$ cat config.mk
export PLATFORM = sky130hd
export DESIGN_NAME = digit_counter_flat
export DESIGN_NICKNAME = d
export VERILOG_FILES = /design/src/rtl/digit_counter_pkg.sv /design/src/rtl/digit_counter_if.sv /design/src/rtl/digit_counter_key_debounce.sv /design/src/rtl/digit_counter.sv /design/src/flat_wrapper.sv
export SDC_FILE = /design/constraint.sdc
export NUM_CORES = 1
export LEC_CHECK = 0
export CAP_MARGIN = 20
export CORE_ASPECT_RATIO = 1.25
export CORE_MARGIN = 10
export CORE_UTILIZATION = 30
export CTS_CLUSTER_SIZE = 40
export DETAILED_ROUTE_END_ITERATION = 8
export SLEW_MARGIN = 30
export SYNTH_ARGS = -nofsm -noshare
export SYNTH_HDL_FRONTEND = slang
export SYNTH_SLANG_ARGS = --single-unit
$ cat constraint.sdc
create_clock -name CLOCK_50 -period 4.7 [get_ports CLOCK_50]
set_input_delay 1.41 -clock CLOCK_50 [delete_from_list [all_inputs] [get_ports CLOCK_50]]
set_output_delay 1.41 -clock CLOCK_50 [all_outputs]
set_load 0.05 [all_outputs]
$ cat src/rtl/digit_counter_pkg.sv
// digit_counter_pkg: shared types, sizes and BCD helpers for the 4-digit
// up/down push-button counter.
package digit_counter_pkg;

  localparam int DIGIT_W    = 4;
  localparam int NUM_DIGITS = 4;
  localparam int CNT_W      = DIGIT_W * NUM_DIGITS;

  typedef enum logic [1:0] {
    IDLE     = 2'd0,
    UP_HELD  = 2'd1,
    DN_HELD  = 2'd2,
    WAIT_REL = 2'd3
  } state_e;

  // Ripple BCD increment; bit CNT_W is the carry out of the top digit.
  function automatic logic [CNT_W:0] bcd_inc(input logic [CNT_W-1:0] v);
    logic [CNT_W-1:0] r;
    logic             c;
    r = v;
    c = 1'b1;
    for (int i = 0; i < NUM_DIGITS; i++) begin
      if (c) begin
        if (v[i*DIGIT_W +: DIGIT_W] == 4'd9) begin
          r[i*DIGIT_W +: DIGIT_W] = 4'd0;
        end else begin
          r[i*DIGIT_W +: DIGIT_W] = v[i*DIGIT_W +: DIGIT_W] + 4'd1;
          c = 1'b0;
        end
      end else begin
        r[i*DIGIT_W +: DIGIT_W] = v[i*DIGIT_W +: DIGIT_W];
      end
    end
    return {c, r};
  endfunction

  // Ripple BCD decrement; bit CNT_W is the borrow out of the top digit.
  function automatic logic [CNT_W:0] bcd_dec(input logic [CNT_W-1:0] v);
    logic [CNT_W-1:0] r;
    logic             b;
    r = v;
    b = 1'b1;
    for (int i = 0; i < NUM_DIGITS; i++) begin
      if (b) begin
        if (v[i*DIGIT_W +: DIGIT_W] == 4'd0) begin
          r[i*DIGIT_W +: DIGIT_W] = 4'd9;
        end else begin
          r[i*DIGIT_W +: DIGIT_W] = v[i*DIGIT_W +: DIGIT_W] - 4'd1;
          b = 1'b0;
        end
      end else begin
        r[i*DIGIT_W +: DIGIT_W] = v[i*DIGIT_W +: DIGIT_W];
      end
    end
    return {b, r};
  endfunction

  // Clamp every nibble above 9 to 9 so the count always stays valid BCD.
  function automatic logic [CNT_W-1:0] bcd_sat(input logic [CNT_W-1:0] v);
    logic [CNT_W-1:0] r;
    r = v;
    for (int i = 0; i < NUM_DIGITS; i++) begin
      if (v[i*DIGIT_W +: DIGIT_W] > 4'd9) begin
        r[i*DIGIT_W +: DIGIT_W] = 4'd9;
      end else begin
        r[i*DIGIT_W +: DIGIT_W] = v[i*DIGIT_W +: DIGIT_W];
      end
    end
    return r;
  endfunction

endpackage

$ cat src/rtl/digit_counter_if.sv
// digit_counter_if: key, load and display signals of the digit counter.
// master = the board/environment side, slave = the counter itself.
interface digit_counter_if;
  import digit_counter_pkg::*;

  logic             KEY_UP;
  logic             KEY_DN;
  logic             LOAD;
  logic [CNT_W-1:0] LOAD_VAL;
  logic [CNT_W-1:0] DIGITS;
  logic             CARRY;
  logic             STEP;

  modport master (
    output KEY_UP, KEY_DN, LOAD, LOAD_VAL,
    input  DIGITS, CARRY, STEP
  );

  modport slave (
    input  KEY_UP, KEY_DN, LOAD, LOAD_VAL,
    output DIGITS, CARRY, STEP
  );
endinterface

$ cat src/rtl/digit_counter_key_debounce.sv
// key_debounce: 2-flop synchronizer plus stable-sample counter for one
// active-low push-button. After reset the key must first be seen released
// for DEBOUNCE_CYCLES samples before any press is reported, so a button held
// through reset never produces a spurious press.
module key_debounce #(
  parameter int DEBOUNCE_CYCLES = 1000000
) (
  input  logic clk,
  input  logic rst,
  input  logic key_n_i,
  output logic level_o,
  output logic press_o,
  output logic release_o
);
  localparam int            CW       = $clog2(DEBOUNCE_CYCLES + 1);
  localparam logic [CW-1:0] LIMIT_M1 = CW'(DEBOUNCE_CYCLES - 1);

  logic          sync1_q, sync1_d;
  logic          sync2_q, sync2_d;
  logic [CW-1:0] cnt_q, cnt_d;
  logic          db_q, db_d;
  logic          armed_q, armed_d;
  logic          press_q, press_d;
  logic          release_q, release_d;

  // Next-state: synchronize, then accept a change only after a full stable run.
  always_comb begin
    sync1_d   = key_n_i;
    sync2_d   = sync1_q;
    cnt_d     = cnt_q;
    db_d      = db_q;
    armed_d   = armed_q;
    press_d   = 1'b0;
    release_d = 1'b0;
    if (!armed_q) begin
      if (sync2_q) begin
        if (cnt_q == LIMIT_M1) begin
          armed_d = 1'b1;
          cnt_d   = '0;
        end else begin
          cnt_d = cnt_q + CW'(1);
        end
      end else begin
        cnt_d = '0;
      end
    end else if (sync2_q != db_q) begin
      if (cnt_q == LIMIT_M1) begin
        db_d      = sync2_q;
        cnt_d     = '0;
        press_d   = ~sync2_q;
        release_d = sync2_q;
      end else begin
        cnt_d = cnt_q + CW'(1);
      end
    end else begin
      cnt_d = '0;
    end
  end

  // State registers; reset parks everything at the released level.
  always_ff @(posedge clk) begin
    if (rst) begin
      sync1_q   <= 1'b1;
      sync2_q   <= 1'b1;
      cnt_q     <= '0;
      db_q      <= 1'b1;
      armed_q   <= 1'b0;
      press_q   <= 1'b0;
      release_q <= 1'b0;
    end else begin
      sync1_q   <= sync1_d;
      sync2_q   <= sync2_d;
      cnt_q     <= cnt_d;
      db_q      <= db_d;
      armed_q   <= armed_d;
      press_q   <= press_d;
      release_q <= release_d;
    end
  end

  assign level_o   = db_q;
  assign press_o   = press_q;
  assign release_o = release_q;
endmodule

$ cat src/rtl/digit_counter.sv
// digit_counter: 4-digit BCD up/down counter driven by two debounced
// push-buttons, with synchronous load. Optional auto-repeat while a key is
// held is enabled by defining DIGIT_COUNTER_AUTO_REPEAT_EN.
module digit_counter
  import digit_counter_pkg::*;
#(
  parameter int DEBOUNCE_CYCLES = 1000000,
  parameter int REPEAT_DELAY    = 25000000,
  parameter int REPEAT_PERIOD   = 5000000
) (
  input  logic            CLOCK_50,
  input  logic            RESET,
  digit_counter_if.slave  bus
);
  logic up_lvl_s, up_press_s, up_rel_s;
  logic dn_lvl_s, dn_press_s, dn_rel_s;
  logic rpt_fire_s;

  state_e           state_q, state_d;
  logic [CNT_W-1:0] digits_q, digits_d;
  logic             step_q, step_d;
  logic             carry_q, carry_d;
  logic             do_up_s, do_dn_s;
  logic [CNT_W:0]   inc_s, dec_s;

  key_debounce #(.DEBOUNCE_CYCLES(DEBOUNCE_CYCLES)) u_up_deb (
    .clk(CLOCK_50), .rst(RESET), .key_n_i(bus.KEY_UP),
    .level_o(up_lvl_s), .press_o(up_press_s), .release_o(up_rel_s)
  );

  key_debounce #(.DEBOUNCE_CYCLES(DEBOUNCE_CYCLES)) u_dn_deb (
    .clk(CLOCK_50), .rst(RESET), .key_n_i(bus.KEY_DN),
    .level_o(dn_lvl_s), .press_o(dn_press_s), .release_o(dn_rel_s)
  );

`ifdef DIGIT_COUNTER_AUTO_REPEAT_EN
  localparam int RPT_MAX = (REPEAT_DELAY > REPEAT_PERIOD) ? REPEAT_DELAY : REPEAT_PERIOD;
  localparam int RPT_W   = $clog2(RPT_MAX + 1);

  logic [RPT_W-1:0] rpt_cnt_q, rpt_cnt_d;
  logic             rpt_phase_q, rpt_phase_d;
  logic [RPT_W-1:0] rpt_limit_s;

  // Repeat timer: first fire after REPEAT_DELAY held cycles, then every REPEAT_PERIOD.
  always_comb begin
    rpt_cnt_d   = rpt_cnt_q;
    rpt_phase_d = rpt_phase_q;
    rpt_fire_s  = 1'b0;
    rpt_limit_s = rpt_phase_q ? RPT_W'(REPEAT_PERIOD - 1) : RPT_W'(REPEAT_DELAY - 1);
    if ((state_q == UP_HELD) || (state_q == DN_HELD)) begin
      if (rpt_cnt_q == rpt_limit_s) begin
        rpt_fire_s  = 1'b1;
        rpt_cnt_d   = '0;
        rpt_phase_d = 1'b1;
      end else begin
        rpt_cnt_d = rpt_cnt_q + RPT_W'(1);
      end
    end else begin
      rpt_cnt_d   = '0;
      rpt_phase_d = 1'b0;
    end
  end

  // Repeat timer registers.
  always_ff @(posedge CLOCK_50) begin
    if (RESET) begin
      rpt_cnt_q   <= '0;
      rpt_phase_q <= 1'b0;
    end else begin
      rpt_cnt_q   <= rpt_cnt_d;
      rpt_phase_q <= rpt_phase_d;
    end
  end
`else
  // No repeat hardware; the repeat parameters stay in the parameter list so
  // both builds instantiate identically, and fold to a constant 0 here.
  assign rpt_fire_s = (REPEAT_DELAY < 0) && (REPEAT_PERIOD < 0);
`endif

  assign inc_s = bcd_inc(digits_q);
  assign dec_s = bcd_dec(digits_q);

  // Key FSM and count update; LOAD wins over a step, which is then dropped.
  always_comb begin
    state_d  = state_q;
    digits_d = digits_q;
    step_d   = 1'b0;
    carry_d  = 1'b0;
    do_up_s  = 1'b0;
    do_dn_s  = 1'b0;
    case (state_q)
      IDLE: begin
        if (up_press_s && dn_press_s) begin
          state_d = WAIT_REL;
        end else if (up_press_s) begin
          do_up_s = 1'b1;
          state_d = UP_HELD;
        end else if (dn_press_s) begin
          do_dn_s = 1'b1;
          state_d = DN_HELD;
        end else begin
          state_d = IDLE;
        end
      end
      UP_HELD: begin
        if (dn_press_s) begin
          state_d = WAIT_REL;
        end else if (up_rel_s) begin
          state_d = IDLE;
        end else if (rpt_fire_s) begin
          do_up_s = 1'b1;
        end else begin
          state_d = UP_HELD;
        end
      end
      DN_HELD: begin
        if (up_press_s) begin
          state_d = WAIT_REL;
        end else if (dn_rel_s) begin
          state_d = IDLE;
        end else if (rpt_fire_s) begin
          do_dn_s = 1'b1;
        end else begin
          state_d = DN_HELD;
        end
      end
      WAIT_REL: begin
        if (up_lvl_s && dn_lvl_s) begin
          state_d = IDLE;
        end else begin
          state_d = WAIT_REL;
        end
      end
      default: begin
        state_d = IDLE;
      end
    endcase

    if (bus.LOAD) begin
      digits_d = bcd_sat(bus.LOAD_VAL);
    end else if (do_up_s) begin
      digits_d = inc_s[CNT_W-1:0];
      step_d   = 1'b1;
      carry_d  = inc_s[CNT_W];
    end else if (do_dn_s) begin
      digits_d = dec_s[CNT_W-1:0];
      step_d   = 1'b1;
      carry_d  = dec_s[CNT_W];
    end else begin
      digits_d = digits_q;
    end
  end

  // FSM state and registered outputs; reset beats LOAD and key events.
  always_ff @(posedge CLOCK_50) begin
    if (RESET) begin
      state_q  <= IDLE;
      digits_q <= '0;
      step_q   <= 1'b0;
      carry_q  <= 1'b0;
    end else begin
      state_q  <= state_d;
      digits_q <= digits_d;
      step_q   <= step_d;
      carry_q  <= carry_d;
    end
  end

  assign bus.DIGITS = digits_q;
  assign bus.STEP   = step_q;
  assign bus.CARRY  = carry_q;
endmodule
$ cat src/flat_wrapper.sv
// flat-port wrapper written by rule: the top's interface ports become plain ports
module digit_counter_flat import digit_counter_pkg::*;
#(
  parameter int DEBOUNCE_CYCLES = 1000000,
  parameter int REPEAT_DELAY    = 25000000,
  parameter int REPEAT_PERIOD   = 5000000
)
  (CLOCK_50, RESET, bus_KEY_UP, bus_KEY_DN, bus_LOAD, bus_LOAD_VAL, bus_DIGITS, bus_CARRY, bus_STEP);
  digit_counter_if bus_i ();
  input  logic CLOCK_50;
  input  logic RESET;
  input wire logic [$bits(bus_i.KEY_UP)-1:0] bus_KEY_UP;
  input wire logic [$bits(bus_i.KEY_DN)-1:0] bus_KEY_DN;
  input wire logic [$bits(bus_i.LOAD)-1:0] bus_LOAD;
  input wire logic [$bits(bus_i.LOAD_VAL)-1:0] bus_LOAD_VAL;
  output wire logic [$bits(bus_i.DIGITS)-1:0] bus_DIGITS;
  output wire logic [$bits(bus_i.CARRY)-1:0] bus_CARRY;
  output wire logic [$bits(bus_i.STEP)-1:0] bus_STEP;
  assign bus_i.KEY_UP = bus_KEY_UP;
  assign bus_i.KEY_DN = bus_KEY_DN;
  assign bus_i.LOAD = bus_LOAD;
  assign bus_i.LOAD_VAL = bus_LOAD_VAL;
  assign bus_DIGITS = bus_i.DIGITS;
  assign bus_CARRY = bus_i.CARRY;
  assign bus_STEP = bus_i.STEP;
  digit_counter #(.DEBOUNCE_CYCLES(DEBOUNCE_CYCLES), .REPEAT_DELAY(REPEAT_DELAY), .REPEAT_PERIOD(REPEAT_PERIOD)) u_core (.CLOCK_50(CLOCK_50), .RESET(RESET), .bus(bus_i));
endmodule
---- Yosys cells after proc, flatten, opt, wreduce, memory -nomap -nowiden ----
Index checks and enable logic that the tools add are counted.
storage, ports and cells
  register bits after elaboration ......... 72
  latch bits .............................. 0
  RAM bits ................................ 0
  memory bits (read-only) ................. 0
  bits of input ports ..................... 21
  output and inout bits ................... 18
  memories ................................ 0
cells by class
  add/subtract/negate cells ............... 10
  $mul .................................... 0
  divide/modulo/power cells ............... 0
  order comparisons ....................... 4
  equality and inequality tests ........... 14
  shifts and indexed selects .............. 0
  multiplexer cells ....................... 69
  bitwise operators ....................... 8
  reductions and logical operators ........ 19
operators with widths
  cell                                                  count
  two-way mux 20 bit                                    8
  two-way mux 4 bit                                     18
  two-way mux 16 bit                                    3
  adder 20 x 1 -> 20 bit, second input constant         2
  == test 20 bit, second input constant                 2
  two-way mux 1 bit                                     32
  adder 4 x 1 -> 4 bit, second input constant           4
  == test 4 bit, second input constant                  4
  greater-than comparator 4 bit, second input constant  4
  zero test 4 bit                                       4
  subtractor 4 x 1 -> 4 bit, second input constant      4
  AND reduction 3 bit                                   5
  two-way mux 2 bit                                     7
  nonzero test 3 bit                                    4
  != test 3 bit, second input constant                  3
  NOT 1 bit                                             8
  one-hot mux 2 bit (4 select lines)                    1
  OR reduction 4 bit                                    2
  == test 2 bit, second input constant                  2
  == test 2 x 1 -> 1 bit, second input constant         1
  logical AND 1 bit                                     2
  zero test 2 bit                                       1
  != test 1 bit                                         2
  OR reduction 2 bit                                    1

---- Logic depth before layout (Yosys ltp) ----
Gate-level depths: netlist of the first run.
  depth in word-level cells ............... 8
  gate-level depth with buffers ........... 8
  gate-level depth less buffers ........... 6

---- Modules after synthesis ----
From an unflattened synthesis of the first run, not the netlist that was laid out.
unflattened totals
  cell total of the unflattened synthesis .. 480
  area total of the unflattened synthesis .. 3968.8 sq um
modules (own cells, without submodules)
  module                           times used  cells an instance  area an instance (sq um)  sequential area each (sq um)
  digit_counter                    1           233                1709.1                    400.4
  key_debounce at u_core.u_dn_deb  1           123                1133.6                    520.5
  key_debounce at u_core.u_up_deb  1           124                1126.1                    520.5

---- Worst setup path before layout of the first run ----
OpenSTA, ideal clock, no wires.
  path kind ............................... input to register
  start point ............................. input bus_LOAD
  end point ............................... register u_core.digits_q[14] (netlist: u_core.bus.DIGITS[14])
  data arrival time ....................... 2.305 ns
  data required time ...................... 4.612 ns
  slack ................................... 2.307 ns
  stages on the path ...................... 5
  path buffers ............................ 2
  path through ............................ clkbuf_1 > clkbuf_1 > nor4bb_1 > a21oi_1 > o31ai_1
between the ends
  word-level cells in the longest chain between the ends .. 2
RTL lines
  what                                                                  line                  source
  from (decl)                                                           flat_wrapper.sv:14    input wire logic [$bits(bus_i.LOAD)-1:0] bus_LOAD;
  != test 3 bit (no line) / nonzero test 3 bit (equally long branches)  -
  AND reduction 3 bit (no line)                                         -
  to (signal assigned)                                                  digit_counter.sv:163  digits_q <= digits_d;
  to (decl)                                                             digit_counter.sv:20   logic [CNT_W-1:0] digits_q, digits_d;
Parallel ways exist; a longest one is shown, timed or not.
A chain may end at the register's enable or synchronous reset.

---- Worst setup path in the final report of the first run ----
  start point ............................. register u_core.digits_q[8] (netlist: u_core.bus.DIGITS[8])
  end point ............................... output bus_DIGITS[8]
RTL lines
  what       line                source
  to (decl)  flat_wrapper.sv:16  output wire logic [$bits(bus_i.DIGITS)-1:0] bus_DIGITS;
No word-level cell between the ends.

==> flow_summary.json, run 1 <==
{
  "status": "complete, no violations",
  "finalClockSkew_ns": 0.00436,
  "fin_ws_ns": 1.44,
  "fin_util_pct": 36.6,
  "synthArstFlopShare_pct": 0,
  "min_from": "u_core.u_dn_deb.sync1_q",
  "grt_start_max_net_pins": 40,
  "ys_seq_elements": 72,
  "final_hold_viol_count": 0,
  "grt_antenna_before_repair": 0,
  "cts_hold_buf": 0,
  "grt_pass1_wl_mm": 14.6,
  "routed_wl_mm": 8.63,
  "start_util_pct": 30.5,
  "syn_inst": 469,
  "p_comb_share_pct": 11.7,
  "clock_sinks": 72,
  "final_cell_mix": "72 x dfxtp_1, 70 x nor2_1, 38 x clkdlybuf4s50_1, 33 x nand2_1, 25 x xnor2_1",
  "gp_congestion": 0.809,
  "grt_pass1_vias": 3157,
  "startpoint_type": "flop",
  "endpoint_kind": "primary output",
  "drt_pass1_iterations": 4,
  "rows": 46,
  "yosys.area.top_type": "dfxtp_1",
  "rr_startpoint": "u_core.u_up_deb.cnt_q[0]",
  "ys_dominant_reg_cell": "dfxtp_1",
  "die-area_mm2": 0.0178,
  "clk_pin_slew_ns": 0.06,
  "wl_met3_um": 369,
  "p_seq_share_pct": 44.3,
  "r2r_cells": 6,
  "min_to": "u_core.u_dn_deb.sync2_q",
  "ioPinCount": 39,
  "cts_max_level": 3,
  "p_clk_share_pct": 44.0,
  "coreArea_mm2": 0.0126,
  "p_per_area_mw_per_mm2": 324,
  "netSwitchingFraction_pct": 25.4,
  "critPathKind": "flop to primary output",
  "tightest_slew_ns": 0.688,
  "rsz0062_at_grt": "false",
  "highest_layer": "met4",
  "synth_area_per_cell_um2": 8.20,
  "ys_top_cells_by_area": "dfxtp_1 37%, nor2_1 6.8%, xnor2_1 5.7%",
  "slew_viol_final": 0,
  "min_period_ns": 3.26,
  "port_buffers": 38,
  "synthDominantCellAreaShare_pct": 37.5,
  "cpMaxStageDelayCell": "clkdlybuf4s50_1",
  "worstPathMaxFanout": 16,
  "post_cts_resized": 0,
  "synthDistinctLibCells": 61,
  "finalSetupViolCount": 0,
  "drive_gt1_share_pct": 5.88,
  "intPower_mw": 1.12,
  "hold_class": "flop to flop",
  "cellLeakagePower_nw": 1.55,
  "wire_per_inst_um": 13.1,
  "cts_tree": "built",
  "detail-route-antenna-nets": 0,
  "yosysSeqAreaShare_pct": 37.5,
  "cp.arrival_ns": 1.85,
  "crit_chain": "clkdlybuf4s50_1",
  "timing.rr.end": "u_core.u_up_deb.cnt_q[4]",
  "first_iter_violations": 207,
  "track_usage_pct": 9.72,
  "dr_wl_met2_mm": 4.17,
  "period_share_pct": 69.5,
  "critical_path_buf_inv_count": 1,
  "slew_headroom_pct": 54.2,
  "postCtsSetupBuffers": 0,
  "synthesis.area_mm2": 0.00384,
  "num_vias": 3341,
  "crit_family": "buffers and inverters",
  "p_switching_mw": 0.379,
  "clk_latency_ns": 0.33,
  "wl_met1_mm": 3.96,
  "antennaDiodeCount": 0,
  "area_growth_pct": 19.9,
  "final_common_cell": "dfxtp_1",
  "cts_buffers": 9,
  "drcViolationCount": 0,
  "dp_hpwl_mm": 6.01,
  "syn_nets": 492,
  "yosysWarnings": 0,
  "die_w_um": 121,
  "fin_nets": 512,
  "maxCapViolations": 0,
  "max_stage_delay_ns": 0.90,
  "post-place-ws_ns": 1.34,
  "required_ns": 3.29,
  "whs_path_depth": 1,
  "gr-total-overflow": 0,
  "die_y_um": 147,
  "cts_buffer_depth": 2,
  "reg2reg_setup_slack_ns": 2.41,
  "nFillCells": 1272,
  "synth-edff-count": 0,
  "viasPerCell": 5.05,
  "ir_drop_mv": 0.166,
  "fmax_mhz": 306,
  "fin_tns_setup_ns": 0,
  "root_buffer": "clkbuf_16"
}
==> registers in the layout (all words and copies together), names as in the netlist <==
signal / flops
u_core.state_q: 2
u_core.u_dn_deb.press_o: 1
u_core.u_dn_deb.sync1_q: 1
u_core.u_up_deb.sync1_q: 1
u_core.u_dn_deb.armed_q: 1
u_core.bus.CARRY: 1
u_core.u_up_deb.level_o: 1
u_core.u_dn_deb.level_o: 1
u_core.u_up_deb.release_o: 1
u_core.u_up_deb.sync2_q: 1
u_core.u_dn_deb.release_o: 1
u_core.u_up_deb.cnt_q: 20
u_core.bus.DIGITS: 16
u_core.bus.STEP: 1
u_core.u_dn_deb.sync2_q: 1
u_core.u_up_deb.armed_q: 1
u_core.u_up_deb.press_o: 1
u_core.u_dn_deb.cnt_q: 20
==> final cells by class <==
cell class	instances	area [um2]	share of cell area (%)
Clock buffer	13	280	6.08
Clock inverter	2	12.5	0.271
Inverter	7	26.3	0.570
Multi-Input combinational cell	358	2240	48.5
Sequential cell	72	1440	31.3
Tap cell	168	210	4.56
Timing Repair Buffer	41	403	8.74
==> routing by layer <==
metal / vias to the layer above / global-route usage [%]
li1: 1708 / -
met1: 1560 / 11.6
met2: 60 / 16.1
met3: 13 / 2.04
met4: 0 / 4.72
met5: - / 0
==> power by group through the flow <==
stage / Combinational, mW / Sequential, mW / Clock (mW)
2_1_floorplan: 0.105 / 0.687 / 0
3_3_place_gp: 0.174 / 0.673 / 0
3_5_place_dp: 0.177 / 0.674 / 0
4_1_cts: 0.177 / 0.661 / 0.674
5_1_grt: 0.193 / 0.666 / 0.700
6_report: 0.175 / 0.662 / 0.658
==> Yosys cell counts, drive strengths merged (6+ instances only) <==
library cell / n
xnor2: 25
nor2: 70
and3: 8
nand4: 10
dfxtp: 72
nand2b: 7
o21ai: 21
buf: 7
nand2: 33
nor4: 7
inv: 7
nor2b: 6
nor4b: 9
xor2: 22
clkbuf: 25
or2: 6
nand3: 19
a21oi: 17
nor3: 12
and4: 9
==> cells by family after synthesis <==
group                    synth area share (%)
multiplexers                            0.814
flip-flops                               37.5
AO/OA/AOI/OAI                            15.1
XOR/XNOR                                 10.7
adder cells (fa/ha/maj)                 0.651
AND/OR/NAND/NOR                          30.9
buffers and inverters                    4.33
==> worst register-to-register path, cell delays in order (launching register included) <==
cell and delay, ns:
dfxtp_1 0.38, ha_1 0.19, nand3_1 0.11, nor2_1 0.49
and3_1 0.29, or3_1 0.56, nor2_1 0.12
==> through the flow <==
step	total power, mW	instances	hold slack [ns]	cell area [um2]
global placement	0.847	646	0.395	4320
detailed placement	0.851	646	0.398	4320
floorplan	0.792	469	0.389	3840
global route	1.56	661	0.434	4610
finish	1.49	661	0.408	4610
CTS	1.51	661	0.411	4610
==> how the worst max path moves through the flow <==
stage / startpoint / end / slack [ns] / cells after the start
2_1_floorplan: bus_LOAD / u_core.bus.DIGITS[14] / 2.31 / 5
3_3_place_gp: bus_LOAD / u_core.bus.DIGITS[9] / 1.40 / 5
3_5_place_dp: bus_LOAD / u_core.bus.DIGITS[9] / 1.34 / 5
4_1_cts: u_core.bus.DIGITS[8] / bus_DIGITS[8] / 1.44 / 1
5_1_grt: u_core.bus.DIGITS[8] / bus_DIGITS[8] / 1.37 / 1
6_report: u_core.bus.DIGITS[8] / bus_DIGITS[8] / 1.44 / 1
(Power assumes the default switching activity.)
==> run 2, diff against run 1 <==
Clock period 4.7 ns to 2.75 ns, I/O delays scaled along.
==> flow_summary.json, run 2 (synthesis gave the netlist of run 1 again) <==
{
  "status": "complete, no violations",
  "rr_startpoint": "u_core.u_dn_deb.press_o",
  "rows": 46,
  "root_buffer": "clkbuf_16",
  "gp_congestion": 0.811,
  "area_growth_pct": 20.8,
  "required_ns": 1.93,
  "clock_sinks": 72,
  "min_from": "u_core.u_up_deb.sync1_q",
  "ioPinCount": 39,
  "tightest_slew_ns": 0.835,
  "antennaDiodeCount": 0,
  "cp.arrival_ns": 1.80,
  "routed_wl_mm": 8.67,
  "finalSetupViolCount": 0,
  "fmax_mhz": 381,
  "crit_family": "buffers and inverters",
  "fin_ws_ns": 0.127,
  "reg2reg_setup_slack_ns": 0.52,
  "detail-route-antenna-nets": 0,
  "cts_tree": "built",
  "drt_pass1_iterations": 6,
  "cts_buffers": 9,
  "period_share_pct": 95.4,
  "die-area_mm2": 0.0178,
  "post-place-cells": 651,
  "grt_antenna_before_repair": 0,
  "worstPathMaxFanout": 12,
  "cts_hold_buf": 0,
  "first_iter_violations": 254,
  "place_area_mm2": 0.00437,
  "track_usage_pct": 10.0,
  "viasPerCell": 5.05,
  "clk_pin_slew_ns": 0.06,
  "crit_chain": "clkdlybuf4s50_1",
  "port_buffers": 38,
  "die_y_um": 147,
  "final_area_mm2": 0.00464,
  "drcViolationCount": 0,
  "grt_pass1_wl_mm": 15.0,
  "cts_buffer_depth": 2,
  "gr-total-overflow": 0,
  "drive_gt1_share_pct": 6.24,
  "whs_path_depth": 1,
  "fin_nets": 517,
  "min_to": "u_core.u_up_deb.sync2_q",
  "grt_pass1_vias": 3199,
  "ir_drop_mv": 0.228,
  "dp_hpwl_mm": 6.14,
  "min_period_ns": 2.62,
  "maxCapViolations": 0,
  "hold_class": "flop to flop",
  "endpoint_kind": "primary output",
  "slew_viol_final": 0,
  "slew_headroom_pct": 44.1,
  "die_w_um": 121,
  "timing.rr.end": "u_core.bus.DIGITS[5]",
  "cellLeakagePower_nw": 1.58,
  "p_per_area_mw_per_mm2": 543,
  "critPathKind": "flop to primary output",
  "finalClockSkew_ns": 0.00791,
  "cpMaxStageDelayCell": "clkdlybuf4s50_1",
  "wire_per_inst_um": 13.0,
  "critical_path_buf_inv_count": 1,
  "num_vias": 3360,
  "coreArea_mm2": 0.0126,
  "max_stage_delay_ns": 0.89,
  "final_hold_viol_count": 0,
  "start_util_pct": 30.5,
  "finalNonFillerCells": 665,
  "rsz0062_at_grt": "false",
  "grt_start_max_net_pins": 33,
  "clk_latency_ns": 0.33,
  "final_common_cell": "dfxtp_1",
  "post-place-ws_ns": 0.250,
  "r2r_cells": 5,
  "final_cell_mix": "72 x dfxtp_1, 70 x nor2_1, 37 x clkdlybuf4s50_1, 33 x nand2_1, 25 x xnor2_1",
  "fin_tns_setup_ns": 0,
  "cts_max_level": 3,
  "startpoint_type": "flop"
}
[run 2: timing repair]
item | 4_1_cts | 5_1_grt
endpoints found under the hold margin | 0 | 0
endpoints found under the setup margin | 0 | 1
resized for setup | 0 | 1
setup buffers | 0 | 0
[run 2: how the worst max path moves through the flow]
stage,from,to,slack (ns),cells past startpoint
after global routing,u_core.bus.DIGITS[13],bus_DIGITS[13],0.03,1
after floorplan,u_core.bus.DIGITS[2],u_core.bus.DIGITS[12],0.60,6
after global placement,bus_LOAD,u_core.bus.DIGITS[6],0.29,7
after CTS,u_core.bus.DIGITS[8],bus_DIGITS[8],0.05,1
final,u_core.bus.DIGITS[9],bus_DIGITS[9],0.13,1
after detailed placement,RESET,u_core.u_up_deb.cnt_q[18],0.25,3
[run 2: per-stage QoR]
stage               utilization [%]  hold WS (ns)  total power [mW]
finish                         36.8         0.407              2.52
global route                   36.8         0.433              2.64
CTS                            36.8         0.411              2.55
floorplan                         -         0.389              1.35
global placement               34.7         0.397              1.46
detailed placement             34.7         0.399              1.46
[run 2: final cells by class]
class,count,area [um2]
fillers,1274,7960
flip-flops and latches,72,1440
well taps,168,210
multi-input cells,358,2240
inverters,7,26.3
clock buffers,14,274
repair buffers,46,455
[run 2: where the power goes]
| part | internal [mW] | leakage (nW) | switching, mW |
|---|---|---|---|
| Clock | 0.675 | 0.135 | 0.407 |
| Combinational | 0.140 | 0.864 | 0.176 |
| Sequential | 1.07 | 0.585 | 0.0513 |
| Total | 1.89 | 1.58 | 0.634 |
[run 2: per-layer routing]
metal | GRT usage [%] | wire [um]
met3 | 2.82 | 395
met1 | 11.9 | 3990
met4 | 3.88 | 138
met2 | 16.6 | 4150
met5 | 0 | 0
